[src/rtl/mmx_alu_pipe.sv]
// mmx_alu_pipe: two-stage elastic packed-integer ALU (wrap/saturating add
// and sub, compares, logicals) with selectable element size.
//   CLK, RST            clock, asynchronous active-high reset
//   in_valid/in_ready   operand beat handshake (op, esize, a, b)
//   out_valid/out_ready result handshake (result, sat_mask)
//   busy                a beat is held in either stage
module mmx_alu_pipe #(
  parameter int unsigned DATA_W = 64,
  parameter int unsigned NLANE8 = DATA_W / 8
) (
  input  logic              CLK,
  input  logic              RST,
  input  logic              in_valid,
  output logic              in_ready,
  input  logic [3:0]        op,
  input  logic [1:0]        esize,
  input  logic [DATA_W-1:0] a,
  input  logic [DATA_W-1:0] b,
  output logic              out_valid,
  input  logic              out_ready,
  output logic [DATA_W-1:0] result,
  output logic [NLANE8-1:0] sat_mask,
  output logic              busy
);

  localparam int unsigned LW = (NLANE8 > 1) ? $clog2(NLANE8) : 1;

  typedef enum logic [3:0] {
    OP_ADD   = 4'd0,
    OP_ADDS  = 4'd1,
    OP_ADDUS = 4'd2,
    OP_SUB   = 4'd3,
    OP_SUBS  = 4'd4,
    OP_SUBUS = 4'd5,
    OP_CMPEQ = 4'd6,
    OP_CMPGT = 4'd7,
    OP_AND   = 4'd8,
    OP_OR    = 4'd9,
    OP_XOR   = 4'd10,
    OP_ANDN  = 4'd11,
    OP_RSV12 = 4'd12,
    OP_RSV13 = 4'd13,
    OP_RSV14 = 4'd14,
    OP_RSV15 = 4'd15
  } op_e;

  // Pipeline state
  logic              s1_valid_q, s1_valid_d;
  logic [DATA_W-1:0] a_q, a_d, b_q, b_d;
  op_e               op_q, op_d;
  logic [1:0]        esize_q, esize_d;
  logic              out_valid_q, out_valid_d;
  logic [DATA_W-1:0] result_q, result_d;
  logic [NLANE8-1:0] sat_mask_q, sat_mask_d;

  // Handshake
  logic adv2, accept, in_ready_c;

  // Byte-lane datapath
  logic                   is_sub, sat_ok, cin;
  logic [LW-1:0]          nbm1, top, base;
  logic [8:0]             tmp;
  logic [7:0]             bx, ab, bb, rbyte;
  logic [NLANE8-1:0][7:0] sum_b;
  logic [NLANE8-1:0]      ovf_s, ovf_u, eq_b, sgn_a;
  logic                   el_eq, el_lt, el_sat;
  logic [DATA_W-1:0]      res_c;
  logic [NLANE8-1:0]      sat_c;

  always_comb begin
    adv2        = s1_valid_q & (~out_valid_q | out_ready);
    in_ready_c  = ~s1_valid_q | adv2;
    accept      = in_valid & in_ready_c;

    s1_valid_d  = accept | (s1_valid_q & ~adv2);
    a_d         = accept ? a : a_q;
    b_d         = accept ? b : b_q;
    op_d        = accept ? op_e'(op) : op_q;
    esize_d     = accept ? esize : esize_q;

    out_valid_d = adv2 | (out_valid_q & ~out_ready);
    result_d    = adv2 ? res_c : result_q;
    sat_mask_d  = adv2 ? sat_c : sat_mask_q;
  end

  // Lane adder: one 8-bit slice per byte; the carry is re-seeded at every
  // element start so nothing crosses an element boundary.
  always_comb begin
    is_sub = (op_q == OP_SUB) || (op_q == OP_SUBS) ||
             (op_q == OP_SUBUS) || (op_q == OP_CMPGT);
    nbm1   = LW'((4'd1 << esize_q) - 4'd1);
    cin    = 1'b0;
    tmp    = '0;
    bx     = '0;
    sum_b  = '0;
    ovf_s  = '0;
    ovf_u  = '0;
    eq_b   = '0;
    sgn_a  = '0;
    for (int unsigned i = 0; i < NLANE8; i++) begin
      bx = is_sub ? ~b_q[8*i +: 8] : b_q[8*i +: 8];
      if ((LW'(i) & nbm1) == '0) begin
        cin = is_sub;
      end
      tmp      = {1'b0, a_q[8*i +: 8]} + {1'b0, bx} + {8'd0, cin};
      sum_b[i] = tmp[7:0];
      // carry into bit 7 is recovered from the sum bit
      ovf_s[i] = (tmp[7] ^ a_q[8*i+7] ^ bx[7]) ^ tmp[8];
      ovf_u[i] = tmp[8] ^ is_sub;
      eq_b[i]  = (a_q[8*i +: 8] == b_q[8*i +: 8]);
      sgn_a[i] = a_q[8*i+7];
      cin      = tmp[8];
    end
  end

  // Element resolve: every byte looks at its element's top byte for the
  // overflow/sign flags, so all bytes of an element clamp together.
  always_comb begin
    sat_ok = (esize_q != 2'd3);
    res_c  = '0;
    sat_c  = '0;
    top    = '0;
    base   = '0;
    el_eq  = 1'b0;
    el_lt  = 1'b0;
    el_sat = 1'b0;
    rbyte  = '0;
    ab     = '0;
    bb     = '0;
    for (int unsigned i = 0; i < NLANE8; i++) begin
      top   = LW'(i) | nbm1;
      base  = LW'(i) & ~nbm1;
      el_eq = 1'b1;
      for (int unsigned j = 0; j < NLANE8; j++) begin
        if ((LW'(j) >= base) && (LW'(j) <= top)) begin
          el_eq = el_eq & eq_b[j];
        end
      end
      el_lt  = sum_b[top][7] ^ ovf_s[top];
      el_sat = 1'b0;
      ab     = a_q[8*i +: 8];
      bb     = b_q[8*i +: 8];
      case (op_q)
        OP_ADD, OP_SUB: rbyte = sum_b[i];
        OP_ADDS, OP_SUBS: begin
          el_sat = sat_ok & ovf_s[top];
          if (el_sat) begin
            if (LW'(i) == top) rbyte = sgn_a[top] ? 8'h80 : 8'h7F;
            else               rbyte = sgn_a[top] ? 8'h00 : 8'hFF;
          end else begin
            rbyte = sum_b[i];
          end
        end
        OP_ADDUS: begin
          el_sat = sat_ok & ovf_u[top];
          rbyte  = el_sat ? 8'hFF : sum_b[i];
        end
        OP_SUBUS: begin
          el_sat = sat_ok & ovf_u[top];
          rbyte  = el_sat ? 8'h00 : sum_b[i];
        end
        OP_CMPEQ: rbyte = {8{el_eq}};
        OP_CMPGT: rbyte = {8{~el_lt & ~el_eq}};
        OP_AND:   rbyte = ab & bb;
        OP_OR:    rbyte = ab | bb;
        OP_XOR:   rbyte = ab ^ bb;
        OP_ANDN:  rbyte = ~ab & bb;
        default:  rbyte = '0;
      endcase
      res_c[8*i +: 8] = rbyte;
      sat_c[i]        = el_sat;
    end
  end

  always_ff @(posedge CLK or posedge RST) begin
    if (RST) begin
      s1_valid_q  <= 1'b0;
      a_q         <= '0;
      b_q         <= '0;
      op_q        <= OP_ADD;
      esize_q     <= '0;
      out_valid_q <= 1'b0;
      result_q    <= '0;
      sat_mask_q  <= '0;
    end else begin
      s1_valid_q  <= s1_valid_d;
      a_q         <= a_d;
      b_q         <= b_d;
      op_q        <= op_d;
      esize_q     <= esize_d;
      out_valid_q <= out_valid_d;
      result_q    <= result_d;
      sat_mask_q  <= sat_mask_d;
    end
  end

  assign in_ready  = in_ready_c;
  assign out_valid = out_valid_q;
  assign result    = result_q;
  assign sat_mask  = sat_mask_q;
  assign busy      = s1_valid_q | out_valid_q;

endmodule

[config.mk]
export PLATFORM = sky130hd
export DESIGN_NAME = mmx_alu_pipe
export DESIGN_NICKNAME = d
export VERILOG_FILES = /design/src/rtl/mmx_alu_pipe.sv
export SDC_FILE = /design/constraint.sdc
export NUM_CORES = 1
export LEC_CHECK = 0
export CORE_MARGIN = 4
export CORE_UTILIZATION = 35
export CTS_CLUSTER_SIZE = 12
export DETAILED_ROUTE_END_ITERATION = 16
export GPL_TIMING_DRIVEN = 0
export PLACE_DENSITY = 0.67
export SLEW_MARGIN = 20
export SYNTH_ARGS = -nofsm -noshare
export SYNTH_HDL_FRONTEND = slang
export SYNTH_SLANG_ARGS = --single-unit
[constraint.sdc]
create_clock -name CLK -period 15.8 [get_ports CLK]
set_clock_uncertainty 0.05 [all_clocks]
set_input_delay 3.16 -clock CLK [delete_from_list [all_inputs] [get_ports CLK]]
set_output_delay 3.16 -clock CLK [all_outputs]
set_load 0.01 [all_outputs]
# --- Word-level counts from Yosys, hierarchy flattened ---
# Cells that the tools add are included.
word_totals:
  register_bits: 208
  latchBits: 0
  ram_bits: 0
  mem_bits_ro: 0
  inputBits: 138
  output_inout_bits: 75
  mem_count: 0
classes:
  n_addsub: 17
  mul: 0
  div: 0
  order_cmp: 119
  n_eq_ne: 20
  shift: 1
  muxes: 197
  bitwise: 198
  reduce_logical: 65
ops:
  columns: ["op", "count"]
  rows:
  - ["case mux 8 bit (10 select lines)", 8]
  - ["2-to-1 mux 8 bit", 64]
  - ["bitwise AND 8 bit", 16]
  - ["inverter 8 bit", 16]
  - ["2-to-1 mux 1 bit", 101]
  - ["bitwise AND 1 bit", 84]
  - ["less-or-equal comparator 3 bit, first input constant", 28]
  - ["adder 8 x 8 -> 9 bit", 8]
  - ["adder 9 x 1 -> 9 bit", 8]
  - ["== test 8 bit", 8]
  - ["OR 8 bit", 8]
  - ["bitwise XOR 8 bit", 8]
  - ["binary-select mux 8 bit (select 2 bit)", 3]
  - ["greater-or-equal comparator 3 bit, first input constant", 16]
  - ["logical AND 1 bit", 48]
  - ["less-or-equal comparator 1 x 3 -> 1 bit, first input constant", 14]
  - ["less-or-equal comparator 2 x 3 -> 1 bit, first input constant", 14]
  - ["bitwise XOR 1 bit", 40]
  - ["< comparator 3 x 4 -> 1 bit, second input constant", 7]
  - ["binary-select mux 8 bit (select 3 bit)", 1]
  - ["greater-or-equal comparator 1 x 3 -> 1 bit, first input constant", 8]
  - ["greater-or-equal comparator 2 x 3 -> 1 bit, first input constant", 8]
  - ["greater-or-equal comparator 3 x 2 -> 1 bit, first input constant", 8]
  - ["zero test 3 bit", 7]
  - ["other kinds (22)", 86]

# --- Longest topological paths before layout ---
logic_depth:
  depth_word: 30
  ltp_mapped: 62
  ltp_nobuf: 58

# --- Worst setup path after synthesis ---
# OpenSTA, ideal clock, no wires.
synth_timing:
  path_kind: "register -> register"
  start: "register op_q[1]"
  end: "register result_q[39], in the netlist result[39]"
  setup_ns: 0.124
  arrival_ns: 14.761
  required_time_ns: 15.626
  slack_ns: 0.865
  stages_incl_launch_ff: 62
  n_path_buf: 3
  synth_period_minus_slack_ns: 14.935
  path_cell_list: "dfrtp_1 -> mux2i_2 -> nor2_4 -> buf_6 -> buf_1 -> buf_1 -> xnor2_1 -> fa_1 -> a21oi_1 -> o211ai_1 -> nand2_1 -> nand2b_1 -> a211oi_1 -> a21oi_1 -> fa_1 -> fa_1 -> a21o_1 -> nand4_1 -> [... 26 more ...] -> o21ai_0 -> fa_1 -> fa_1 -> a31o_2 -> o21ai_4 -> a21boi_0 -> fa_1 -> fa_1 -> a21oi_1 -> o21ai_1 -> o22ai_2 -> xnor2_2 -> mux2i_1 -> a2111o_1 -> a211oi_2 -> a31o_2 -> nor3_1 -> a211o_1"
synth_via:
  elab_chain_cells: 30
synth_rtl:
  columns: ["item", "line", "rtl"]
  rows:
  - ["start: declaration", "50", "op_e op_q, op_d;"]
  - ["start signal: assignment", "189", "op_q <= op_d;"]
  - ["== test 4 x 2 -> 1 bit / == test 4 x 3 -> 1 bit (equally long branches)", "89, 143", null]
  - ["logical OR 1 bit (2 in a row)", "89", "is_sub = (op_q == OP_SUB) || (op_q == OP_SUBS) ||"]
  - ["logical OR 1 bit", "90", "(op_q == OP_SUBUS) || (op_q == OP_CMPGT);"]
  - ["2-to-1 mux 8 bit", "101", "bx = is_sub ? ~b_q[8*i +: 8] : b_q[8*i +: 8];"]
  - ["adder 8 x 8 -> 9 bit", "105", "tmp = {1'b0, a_q[8*i +: 8]} + {1'b0, bx} + {8'd0, cin};"]
  - ["adder 9 x 1 -> 9 bit", "105", null]
  - ["2-to-1 mux 1 bit", "102", "if ((LW'(i) & nbm1) == '0) begin"]
  - ["adder 9 x 1 -> 9 bit", "105", null]
  - ["[... 11 more ...]", null, null]
  - ["adder 9 x 1 -> 9 bit", "105", null]
  - ["bitwise XOR 1 bit (3 in a row)", "108", "ovf_s[i] = (tmp[7] ^ a_q[8*i+7] ^ bx[7]) ^ tmp[8];"]
  - ["binary-select mux 1 bit (select 2 bit)", "139, 146", null]
  - ["2-to-1 mux 1 bit (implied by the code)", "139, 146", null]
  - ["bitwise XOR 1 bit", "139", "el_lt = sum_b[top][7] ^ ovf_s[top];"]
  - ["inverter 1 bit", "163", "OP_CMPGT: rbyte = {8{~el_lt & ~el_eq}};"]
  - ["bitwise AND 1 bit", "163", null]
  - ["case mux 8 bit (10 select lines) (*)", "143", "case (op_q)"]
  - ["end signal: assignment", "192", "result_q <= result_d;"]
  - ["end: declaration", "53", "logic [DATA_W-1:0] result_q, result_d;"]
# Every way passes the cells marked *; elsewhere a longest branch is shown, timed or not. The select of a mux whose other input is x is not followed.
# A chain may end at the register's enable or synchronous reset.

# --- Worst setup path after layout ---
layout_timing:
  start: "register op_q[1]"
  end: "register result_q[42], in the netlist result[42]"
layout_via:
  elab_chain_cells: 30
layout_rtl:
  columns: ["item", "line"]
  rows:
  - ["== test 4 x 2 -> 1 bit / == test 4 x 3 -> 1 bit (equally long branches)", "89, 143"]
  - ["logical OR 1 bit (2 in a row)", "89"]
  - ["logical OR 1 bit", "90"]
  - ["2-to-1 mux 8 bit", "101"]
  - ["adder 8 x 8 -> 9 bit", "105"]
  - ["adder 9 x 1 -> 9 bit", "105"]
  - ["2-to-1 mux 1 bit", "102"]
  - ["adder 9 x 1 -> 9 bit", "105"]
  - ["[... 10 more ...]", null]
  - ["2-to-1 mux 1 bit", "102"]
  - ["adder 9 x 1 -> 9 bit", "105"]
  - ["bitwise XOR 1 bit (3 in a row)", "108"]
  - ["2-to-1 mux 1 bit (implied by the code) (2 in a row)", "139, 146"]
  - ["bitwise XOR 1 bit", "139"]
  - ["inverter 1 bit", "163"]
  - ["bitwise AND 1 bit", "163"]
  - ["case mux 8 bit (10 select lines) (*)", "143"]
# Marked as above.

==> impl_metrics.toml <==
[grt]
antenna_found_initial = 2
grt_max_degree = 90
grt.overflow.total = 0
grt_pass1_wl_um = 113000
grt_usage_pct = 28.3
grt_pass1_vias = 17056

[yosys]
yosysMostFrequentCell = "dfrtp_1"
ys_warn_count = 0
yosys_most_used_dff = "dfrtp_1"
synth.distinct_cells = 96
ys_ff_latch = 208
netlist_top_cells_count = "dfrtp_1, nand2_1, xnor2_1, inv_1, mux2_2"
synth_top_cell_area_share_pct = 29.9
synth_area_leaders = "dfrtp_1, ha_1, mux2_2"
synth_cells = 1917
syn_area_per_cell_um2 = 9.09
synth_top_cell_by_area = "dfrtp_1"
synth_edf_count = 0
ys_async_sr_fraction_pct = 100
ys_seq_area_share_pct = 29.9
syn_area_um2 = 17400
synth_fp_nets = 2200

[placed_design]
io_buffer_count = 212
dp_hpwl_um = 58400
placed_cell_area_um2 = 20500
place.gp.congestion = 0.998
dp.cells = 2798

[hold_path]
worstHoldPathType = "flip-flop to flip-flop"

[clocking]
h-tree-depth = 1
cts_buffers = 25
clock_sinks = 208
cts_tree = "yes"
cts-root-buf = "clkbuf_16"
clk_pin_slew_ps = 70
clk_latency_ps = 580
cts_buffer_depth = 3

[floorplan]
die_y_um = 231
start_util_pct = 35.5
die_w_um = 231
core_area_um2 = 49100
rows = 81
ios = 213
dieArea_um2 = 53400

[detailed_routing]
via_per_inst = 5.96
detail-route-antenna-nets = 0
firstDrtPassIters = 6
routed_wl_um = 77600
wl_per_cell_um = 27.1
drtIter0Drc = 1689
drc_errors = 0
vias = 17077

[sta]
hold_violations = 0
worst_pin_slew_ps = 1370
period_share_pct = 96.9
finalCriticalPeriod_ps = 15300
rsz0062_at_grt = "no"
holdWs_ps = 435
setup_viol = 0
slew_violations = 0
fmax_ghz = 0.0653
slew_headroom_pct = 8.81

[critical_path]
crit_slowest_cell = "fa_2"
crit_required_ps = 16120
cp_max_fo = 10
critPathKind = "flip-flop to flip-flop"
cpMostUsedCell = "fa_2"
crit_path_end_kind = "flip-flop"
arrival_ps = 15620
critPathLaunchType = "flip-flop"
slowest_delay_ps = 450

[cells_and_area]
stdcell_area_um2 = 21800
final_cells = 2863
nNetsFinal = 2465
drive_gt1_share_pct = 14.3
area_delta_synth_final_pct = 25.0

[outcome]
outcome = "finished clean"

[job]
drv_cap = 0

[pwr]
leakage_uw = 0.00905
fin_total_pwr_uw = 3790
powerDensity_nw_per_um2 = 174
ir_drop_mv = 0.0959
==> critical path: cells and delay by family (launching register included) <==
| kind | cells | cell delay (ps) |
|---|---|---|
| flops | 1 | 410 |
| compound gates | 30 | 5340 |
| fa+ha+maj | 15 | 6130 |
| xor+xnor | 3 | 800 |
| simple gates | 8 | 1340 |
| buf+inv | 3 | 480 |
| mux | 2 | 490 |
==> registers in the layout, indices dropped and copies added (netlist names) <==
register and count:
b_q 64, op_q 4, sat_mask 8, a_q 64, s1_valid_q 1, result 64, out_valid 1, esize_q 2
==> cell type report <==
| type | count | area (um2) |
|---|---|---|
| diodes | 1 | 2.50 |
| plain buffers | 97 | 443 |
| clock buffers | 35 | 693 |
| clock inverters | 8 | 106 |
| fillers | 4830 | 27300 |
| inverters | 150 | 571 |
| multi-input cells | 1461 | 11500 |
| flip-flops and latches | 208 | 5200 |
| well taps | 664 | 831 |
| repair buffers | 239 | 2390 |
==> through the flow <==
stage / util (%) / setup WS, ps / TNS (ps)
2_1_floorplan: - / 865 / 0
3_3_place_gp: 41.5 / -3370 / -210100
3_5_place_dp: 41.8 / -3480 / -215740
4_1_cts: 43.9 / 14.2 / 0
5_1_grt: 44.4 / 2.28 / 0
6_report: 44.4 / 495 / 0
==> logic make-up (layout without fill, tap and decap cells) <==
family	Yosys count	count (layout)	synth area share (%)
buffers and inverters	248	529	5.47
other	0	1	0
AOI/OAI and AO/OA	538	538	21.3
and+or+nand+nor	430	430	11.6
adders and majority gates	145	145	11.1
muxes	153	153	9.89
xor gates and xnor gates	195	195	10.8
DFF	208	208	29.9
==> report_power, final <==
group | switching, uW | internal (uW)
Clock | 247 | 338
Combinational | 1390 | 1020
Sequential | 136 | 657
==> cell usage in the layout (no fill, tap or decap), types with 14 or more instances in the layout <==
master           netlist  layout
nand3_1               49      49
clkbuf_1              74      70
a311oi_1              24      23
o221ai_1              20      17
inv_1                149     148
xnor2_1              156     155
clkdlybuf4s50_1        0     212
a21o_1                23      23
dfrtp_1              208     208
buf_4                  0      21
nand2_1              160     160
a21oi_1              135     124
a211oi_1              15      14
nor2_1               103     102
xor2_1                25      25
ha_1                 130     130
o211ai_1              21      21
a221o_1               17      17
nand2b_1              18      18
a31oi_1               34      33
nor3_1                21      19
nor4_1                18      18
a22oi_1               18      18
o21ai_0              101      99
clkbuf_16              0      25
mux2_2               136     136
==> final timing paths <==
kind / slack, ps / cells past startpoint / end / startpoint
worst max register to register: 500 / 61 / result[42] / op_q[1]
max in group asynchronous: 11970 / 3 / a_q[33] / RST
worst min register to register: 430 / 2 / result[42] / result[42]
worst min-delay path: 430 / 2 / result[42] / result[42]
min in group asynchronous: 2920 / 2 / a_q[57] / RST
worst max-delay path: 500 / 61 / result[42] / op_q[1]
==> layer usage <==
layer	wire, um	track usage (%)	share of wire [%]
met5	0	0	0
met4	4160	13.2	5.4
met3	7330	6.62	9.5
met2	34400	44.2	44
met1	31600	37.2	41
==> repair_timing <==
action | CTS | global route
hold buffers | 0 | 0
cloned | 0 | 0
setup buffers | 12 | 9
pin swaps | 18 | 17
setup endpoints to repair | 68 | 68
resized for setup | 50 | 29
No activity file was read; power rests on OpenSTA's default activity.
